$ cat config.mk
export PLATFORM = sky130hd
export DESIGN_NAME = cache_pipe_stage
export DESIGN_NICKNAME = d
export VERILOG_FILES = /design/src/rtl/cache_pipe_stage_pkg.sv /design/src/rtl/cache_pipe_stage_entry.sv /design/src/rtl/cache_pipe_stage.sv
export SDC_FILE = /design/constraint.sdc
export NUM_CORES = 2
export LEC_CHECK = 0
export CAP_MARGIN = 5
export CORE_AREA = 2 2 289 291
export DETAILED_ROUTE_END_ITERATION = 6
export DIE_AREA = 0 0 291 293
export PLACE_DENSITY = 0.66
export SLEW_MARGIN = 20
export SYNTH_ARGS = -nofsm -noshare
export SYNTH_HDL_FRONTEND = slang
export SYNTH_SLANG_ARGS = --single-unit
$ cat constraint.sdc
create_clock -name clk -period 3.1 [get_ports clk]
set_clock_uncertainty 0.05 [all_clocks]
set_input_delay 0.465 -clock clk [delete_from_list [all_inputs] [get_ports clk]]
set_output_delay 0.465 -clock clk [all_outputs]
set_load 0.05 [all_outputs]
$ cat src/rtl/cache_pipe_stage_pkg.sv
// Shared types for the pipelined cache: packed control bundle, default widths
// and the elastic stage state encoding.
package pipelined_cache_types;

  typedef struct packed {
    logic        hit;
    logic        hit1;
    logic        dirty;
    logic        lru;
    logic        mem_write;
    logic        load_cache;
    logic [31:0] be0;
    logic [31:0] be1;
    logic [2:0]  set;
  } cache_ctrl_t;

  localparam int CACHE_CTRL_W = $bits(cache_ctrl_t);
  localparam int CACHE_DATA_W = 256;
  localparam int CACHE_ADDR_W = 32;

  // Encoding is {main_valid, skid_valid}; 01 cannot occur.
  typedef enum logic [1:0] {
    ST_EMPTY = 2'b00,
    ST_ONE   = 2'b10,
    ST_FULL  = 2'b11
  } stage_state_t;

endpackage

$ cat src/rtl/cache_pipe_stage_entry.sv
// One held entry of the elastic stage: a valid bit plus payload register.
// Clear wins over load, and a cleared entry keeps its stale payload.
module cache_pipe_entry #(
  parameter int W = 8
) (
  input  logic         clk,
  input  logic         rst,
  input  logic         clear,
  input  logic         load,
  input  logic [W-1:0] load_data,
  output logic         valid,
  output logic [W-1:0] data
);

  always_ff @(posedge clk) begin
    if (rst) begin
      valid <= 1'b0;
      data  <= '0;
    end else begin
      if (clear)     valid <= 1'b0;
      else if (load) valid <= 1'b1;
      if (load && !clear) data <= load_data;
    end
  end

endmodule

$ cat src/rtl/cache_pipe_stage.sv
// Elastic valid/ready stage register with a two-entry skid buffer, flush,
// stall history shift register and saturating stall-cycle counter.
module cache_pipe_stage
  import pipelined_cache_types::*;
#(
  parameter int DATA_W     = CACHE_DATA_W,
  parameter int ADDR_W     = CACHE_ADDR_W,
  parameter int CTRL_W     = CACHE_CTRL_W,
  parameter int STALL_HIST = 2,
  parameter int CNT_W      = 16
) (
  input  logic                  clk,
  input  logic                  rst,
  input  logic                  flush,
  input  logic                  in_valid,
  output logic                  in_ready,
  input  logic [DATA_W-1:0]     in_data,
  input  logic [ADDR_W-1:0]     in_addr,
  input  logic [CTRL_W-1:0]     in_ctrl,
  output logic                  out_valid,
  input  logic                  out_ready,
  output logic [DATA_W-1:0]     out_data,
  output logic [ADDR_W-1:0]     out_addr,
  output logic [CTRL_W-1:0]     out_ctrl,
  output logic [STALL_HIST-1:0] stall_hist,
  output logic [1:0]            occupancy,
  output logic [CNT_W-1:0]      stall_cnt
);

  localparam int PW = DATA_W + ADDR_W + CTRL_W;

  logic          main_valid, skid_valid;
  logic [PW-1:0] main_payload, skid_payload, in_payload, main_wdata;
  logic          accept, drain, stall;
  logic          main_load, main_from_skid, skid_load;
  stage_state_t  state, next_state;

  assign in_payload = {in_data, in_addr, in_ctrl};
  assign in_ready   = ~skid_valid & ~flush;
  assign out_valid  = main_valid;
  assign accept     = in_valid & in_ready;
  assign drain      = main_valid & out_ready;
  assign stall      = main_valid & ~out_ready;
  assign occupancy  = {1'b0, main_valid} + {1'b0, skid_valid};
  assign {out_data, out_addr, out_ctrl} = main_payload;
  assign main_wdata = main_from_skid ? skid_payload : in_payload;

  // The valid bits of the two entries form the state register; entries whose
  // bit is 0 in next_state are cleared, which also implements flush.
  always_comb begin
    state          = stage_state_t'({main_valid, skid_valid});
    next_state     = state;
    main_load      = 1'b0;
    main_from_skid = 1'b0;
    skid_load      = 1'b0;
    case (state)
      ST_EMPTY: begin
        if (accept) begin
          next_state = ST_ONE;
          main_load  = 1'b1;
        end
      end
      ST_ONE: begin
        if (accept && drain) begin
          main_load = 1'b1;
        end else if (accept) begin
          next_state = ST_FULL;
          skid_load  = 1'b1;
        end else if (drain) begin
          next_state = ST_EMPTY;
        end
      end
      ST_FULL: begin
        if (drain) begin
          next_state     = ST_ONE;
          main_load      = 1'b1;
          main_from_skid = 1'b1;
        end
      end
      default: next_state = ST_EMPTY;
    endcase
    if (flush) next_state = ST_EMPTY;
  end

  cache_pipe_entry #(.W(PW)) u_main (
    .clk       (clk),
    .rst       (rst),
    .clear     (~next_state[1]),
    .load      (main_load),
    .load_data (main_wdata),
    .valid     (main_valid),
    .data      (main_payload)
  );

  cache_pipe_entry #(.W(PW)) u_skid (
    .clk       (clk),
    .rst       (rst),
    .clear     (~next_state[0]),
    .load      (skid_load),
    .load_data (in_payload),
    .valid     (skid_valid),
    .data      (skid_payload)
  );

  // History and counter survive flush; only rst clears them.
  always_ff @(posedge clk) begin
    if (rst) begin
      stall_hist <= '0;
      stall_cnt  <= '0;
    end else begin
      stall_hist <= (stall_hist << 1) | STALL_HIST'(stall);
      if (stall && (stall_cnt != {CNT_W{1'b1}})) stall_cnt <= stall_cnt + 1'b1;
    end
  end

endmodule

== Yosys cells after proc, flatten, opt, wreduce, memory -nomap -nowiden ==
Cells that the tools add are included.
Word-level totals
  bits in registers: 742
  input bits: 366
  output and inout port bits: 383
  logic and storage cells: 43
Cells by class
  $add $sub $neg: 2
  equality and inequality tests: 3
  multiplexer cells: 15
  bitwise gates (word level): 10
  reduce and logical (&&, ||, !) cells: 7
Operators by type and width (count)
  $mux 361: 1
  $add 16x1->16 const B: 1
  $ne 16x16->1 const B: 1
  $mux 2: 6
  $mux 1: 6
  $pmux 2 s3: 1
  $not 1->1: 5
  $and 1x1->1: 4
  $eq 2x2->1 const B: 2
  $logic_and 1x1->1: 4
  $reduce_or 2->1: 2
  $pmux 1 s3: 1
  $add 1x1->2: 1
  $logic_not 2->1: 1
  $or 2x1->2: 1

== Longest topological paths before layout ==
  depth in word-level cells: 9
  mapped depth: 9
  gate-level depth less buffers: 6

== Modules after synthesis ==
From an unflattened synthesis, not the netlist that was laid out.
Unflattened totals
  cell total of the unflattened synthesis: 3825
  area, all modules: 38176.6 sq um
Modules (own cells, without submodules)
  cache_pipe_entry: times used 2, cells an instance 1648, area an instance 16395.7 sq um, sequential area each 7247.0 sq um
  cache_pipe_stage: times used 1, cells an instance 529, area an instance 5385.2 sq um, sequential area each 360.3 sq um

== Least setup slack after synthesis ==
OpenSTA, ideal clock, no wires.
  kind: reg-to-reg
  from: register u_main.valid
  to: register u_main.data[281]
  library setup time: 123 ps
  arrival: 2758 ps
  required time: 2927 ps
  setup slack: 169 ps
  stages on the path, launching flop included: 9
  path buffers: 3
  period minus slack after synthesis: 2931 ps
  cells stage by stage: dfxtp_1 -> ha_1 -> or2_2 -> a31oi_1 -> a221o_1 -> buf_2 -> buf_2 -> buf_4 -> mux2_1
On the way
  longest elaborated chain between the ends: 7
  elaborated cells between the ends (all ways): 18
  classes of those cells: eq/ne: 2; mux: 12; bitwise: 1; reduce/logical: 3
Ends and longest elaborated chain
  start: declaration: RTL line cache_pipe_stage_entry.sv:11  | output logic valid,
  start signal: assignment: RTL line cache_pipe_stage_entry.sv:17  | valid <= 1'b0;
  start signal: assignment: RTL line cache_pipe_stage_entry.sv:20  | if (clear) valid <= 1'b0;
  start signal: assignment: RTL line cache_pipe_stage_entry.sv:21  | else if (load) valid <= 1'b1;
  $and 1x1->1: RTL line cache_pipe_stage.sv:42  | assign drain = main_valid & out_ready;
  $mux 2: RTL line cache_pipe_stage.sv:69  | end else if (drain) begin
  $mux 2: RTL line cache_pipe_stage.sv:66  | end else if (accept) begin
  $mux 2: RTL line cache_pipe_stage.sv:64  | if (accept && drain) begin
  $pmux 2 s3: RTL line cache_pipe_stage.sv:56  | case (state)
  $mux 2: RTL line cache_pipe_stage.sv:82  | if (flush) next_state = ST_EMPTY;
  $logic_and 1x1->1: RTL line cache_pipe_stage_entry.sv:22  | if (load && !clear) data <= load_data;
  end signal: assignment: RTL line cache_pipe_stage_entry.sv:22
  end: declaration: RTL line cache_pipe_stage_entry.sv:12  | output logic [W-1:0] data
Parallel ways exist; a longest one is shown, timed or not.
A chain may end at the register's enable or synchronous reset.

== Final worst setup path ==
  from: register u_skid.valid
  to: output occupancy[1]
On the way
  longest elaborated chain between the ends: 1
Ends and longest elaborated chain
  start: declaration: RTL line cache_pipe_stage_entry.sv:11
  start signal: assignment: RTL line cache_pipe_stage_entry.sv:17
  start signal: assignment: RTL line cache_pipe_stage_entry.sv:20
  start signal: assignment: RTL line cache_pipe_stage_entry.sv:21
  $add 1x1->2: RTL line cache_pipe_stage.sv:44  | assign occupancy = {1'b0, main_valid} + {1'b0, skid_valid};
  end: declaration: RTL line cache_pipe_stage.sv:26  | output logic [1:0] occupancy,
Every way passes these cells.

==> flow_metrics.env <==
export IMPL_wire_length_of_the_first_global_routing_pass_um=148000
export IMPL_cts_path_max_buffers=3
export IMPL_core_area_mm2=0.0818
export IMPL_post_synth_most_frequent_cells="sky130_fd_sc_hd__dfxtp_1, sky130_fd_sc_hd__nand2_1, sky130_fd_sc_hd__nor2_1, sky130_fd_sc_hd__nor2b_1, sky130_fd_sc_hd__a21oi_1"
export IMPL_number_of_antenna_violations_at_the_first_check_in_global_routing=20
export IMPL_synth_enable_flop_cells=0
export IMPL_clock_period_minus_final_worst_setup_slack_ps=2880
export IMPL_setup_ws_ps=216
export IMPL_final_net_count=4659
export IMPL_cts_post_setup_buffers_inserted=0
export IMPL_outcome="finished, final reports clean"
export IMPL_timing_slew_headroom_pct=53.3
export IMPL_synthArstFlopShare_pct=0
export IMPL_ctsHoldBuffers=0
export IMPL_placement_setup_worst_slack_ps=304
export IMPL_use_met2_pct=36.6
export IMPL_sink_count_of_the_clock_tree=742
export IMPL_dominantRegCellSynth="sky130_fd_sc_hd__dfxtp_1"
export IMPL_postSynthCellCount=3662
export IMPL_drive_gt1_share_pct=9.24
export IMPL_critical_path_slowest_cell="sky130_fd_sc_hd__clkdlybuf4s50_1"
export IMPL_powerDensity_mw_per_mm2=494
export IMPL_crit_start="u_skid.valid$_SDFFE_PP0P_"
export IMPL_port_buffer_count=748
export IMPL_grt_overflow_total=0
export IMPL_ys_warn_count=0
export IMPL_firstDrtPassIters=7
export IMPL_avgSynthCellArea_um2=8.91
export IMPL_globalRouteMet3Util_pct=6.49
export IMPL_criticalPathCategory="reg -> out"
export IMPL_pin_count=749
export IMPL_route_final_wire_length_um=96900
export IMPL_routed_wire_length_per_instance_um=17.8
export IMPL_synth_ff_latch_count=742
export IMPL_grt_util_met1_pct=26.2
export IMPL_floorplan_initialDensity_pct=39.9
export IMPL_critical_path_peak_fanout=8
export IMPL_clockRootBuffer="sky130_fd_sc_hd__clkbuf_16"
export IMPL_critical_path_max_stage_delay_ps=920
export IMPL_finalCritPeriodShare_pct=93.0
export IMPL_ant_nets=0
export IMPL_row_count=105
export IMPL_worst_ir_drop_vdd_v=0.000385
export IMPL_synth_cell_types=41
export IMPL_netlist_top_cell_by_area="sky130_fd_sc_hd__dfxtp_1"
export IMPL_multiInputGateArea_mm2=0.0165
export IMPL_iter_0_drt_violations=1394
export IMPL_grt_setup_unrepaired="false"
export IMPL_netlist_area_leader_share_pct=45.5
export IMPL_p_leak_uw=0.0191
export IMPL_h_tree_depth=3
export IMPL_min_delay_start="rst"
export IMPL_drt_vias_per_instance=4.91
export IMPL_grt_usage_pct=21.9
export IMPL_seqCellArea_mm2=0.0149
export IMPL_number_of_buffers_created_by_cts=83
export IMPL_clkSlewWorstSetupHoldPaths_ps=60
export IMPL_worstMarginPinSlew_ps=698
export IMPL_route_vias_total=26700
export IMPL_final_count_of_pins_violating_max_slew=0
export IMPL_seq_area_frac_synth_pct=45.5
export IMPL_synth_fp_nets=4033
export IMPL_cap_violations=0
export IMPL_fillerInstances=7508
export IMPL_synth_top_cells_by_area="sky130_fd_sc_hd__dfxtp_1, sky130_fd_sc_hd__mux2i_1, sky130_fd_sc_hd__nand2_1"
export IMPL_vias_in_the_first_global_route=25200
export IMPL_maxClockFrequency_mhz=347
export IMPL_resized_after_cts=0
export IMPL_yosysMostFrequentCell="sky130_fd_sc_hd__dfxtp_1"
export IMPL_area_growth_syn_to_layout_pct=35.2
export IMPL_floorplan_die_width_um=291
export IMPL_post_synth_instance_area_mm2=0.0326
export IMPL_end_kind="primary output"
export IMPL_post_route_drc_count=0
export IMPL_source_to_sink_clock_delay_at_the_later_pin_of_the_worst_skew_pair_ps=620
export IMPL_worstPathRequired_ps=2580
export IMPL_dp_hpwl_um=67800
export IMPL_globalRoute_busiestLayer="met2"
export IMPL_finalHoldViolations=0
export IMPL_hold_path_class="in -> reg"
export IMPL_source_of_the_worst_register_to_register_timing_path="u_skid.valid$_SDFFE_PP0P_"
export IMPL_cts_tree="done"
export IMPL_design_die_area_mm2=0.0853
export IMPL_fin_setup_tns_ps=0
export IMPL_worst_endpoint_arrival_ps=2370
export IMPL_grt_start_max_net_pins=120
export IMPL_setup_failing_eps_final=0
export IMPL_gp_routability_congestion=0.838
export IMPL_crit_chain="ha_1, clkdlybuf4s50_1"
export IMPL_cp_start_kind="flop"
export IMPL_die_height_um=293
==> final timing paths <==
check | end | slack [ps] | cells past startpoint
max | occupancy[1] | 220 | 2
min reg2reg | u_skid.data[144]$_SDFFE_PP0P_ | 400 | 2
min | u_skid.data[143]$_SDFFE_PP0P_ | 260 | 2
max reg2reg | u_main.data[37]$_SDFFE_PP0P_ | 370 | 8
==> area by class of cell <==
type,instances,area share [%]
clock buffer,125,5.59
antenna,16,0.0907
sequential,742,33.7
inverter,6,0.0510
multi-input combinational,2629,37.5
clock inverter,24,0.692
tap,1070,3.03
timing repair buffer,826,19.4
==> per-layer routing <==
| layer | routed length, um | up-vias | part of all wire (%) |
|---|---|---|---|
| li1 | - | 13300 | - |
| met2 | 47000 | 681 | 49 |
| met1 | 39700 | 12500 | 41 |
| met3 | 7070 | 153 | 7.3 |
| met4 | 3030 | 12 | 3.1 |
| met5 | 74 | - | 0.076 |
==> flip-flops by register name, summed over array words and instances (netlist names) <==
register and cells:
stall_hist 2, stall_cnt 16, u_skid.valid 1, u_main.valid 1
u_main.data 361, u_skid.data 361
==> worst max-delay path: cells and delay by family, from the launching register on <==
family,cells,cell delay [ps]
adder cells (fa/ha/maj),1,370
buffers and inverters,1,920
flip-flops,1,460
==> metrics by stage <==
step / total power (uW) / cell area (um^2) / std cells / hold slack [ps] / util, %
CTS: 22000 / 44100 / 5422 / 225 / 53.9
detailed placement: 12000 / 41300 / 5273 / 396 / 50.5
floorplan: 11000 / 32600 / 3662 / 386 / -
global route: 22500 / 44100 / 5434 / 251 / 53.9
global placement: 12000 / 41300 / 5273 / 390 / 50.5
finish: 21800 / 44100 / 5438 / 260 / 53.9
==> cells by family after synthesis <==
group	synth area share [%]
muxes	23.8
AOI/OAI and AO/OA	6.16
buffers and inverters	3.91
adders and majority gates	0.192
and+or+nand+nor	20.4
DFF	45.5
==> where the power goes <==
group | leakage [uW] | switching [uW] | total (uW) | internal (uW)
clock network | 0.00136 | 4030 | 9950 | 5920
registers | 0.00599 | 77.3 | 9750 | 9670
logic | 0.0118 | 1120 | 2080 | 954
total | 0.0191 | 5230 | 21800 | 16500
==> cells in the final DEF, fill, tap and decap left out, types with 4 or more instances in the layout <==
cell and n:
sky130_fd_sc_hd__nor3_1 4, sky130_fd_sc_hd__dfxtp_1 742, sky130_fd_sc_hd__nand4_1 6, sky130_fd_sc_hd__clkbuf_1 20, sky130_fd_sc_hd__nand3_1 5, sky130_fd_sc_hd__bufinv_16 5
sky130_fd_sc_hd__clkdlybuf4s50_1 747, sky130_fd_sc_hd__nor2b_1 371, sky130_fd_sc_hd__a211oi_1 4, sky130_fd_sc_hd__buf_4 39, sky130_fd_sc_hd__clkbuf_16 84, sky130_fd_sc_hd__buf_12 39
sky130_fd_sc_hd__diode_2 16, sky130_fd_sc_hd__mux2_2 189, sky130_fd_sc_hd__mux2_1 179, sky130_fd_sc_hd__inv_1 6, sky130_fd_sc_hd__mux2i_1 362, sky130_fd_sc_hd__clkbuf_8 21
sky130_fd_sc_hd__nor2_1 371, sky130_fd_sc_hd__clkinv_2 11, sky130_fd_sc_hd__ha_1 5, sky130_fd_sc_hd__nand2_1 728, sky130_fd_sc_hd__a21oi_1 370
(Power assumes the default switching activity.)
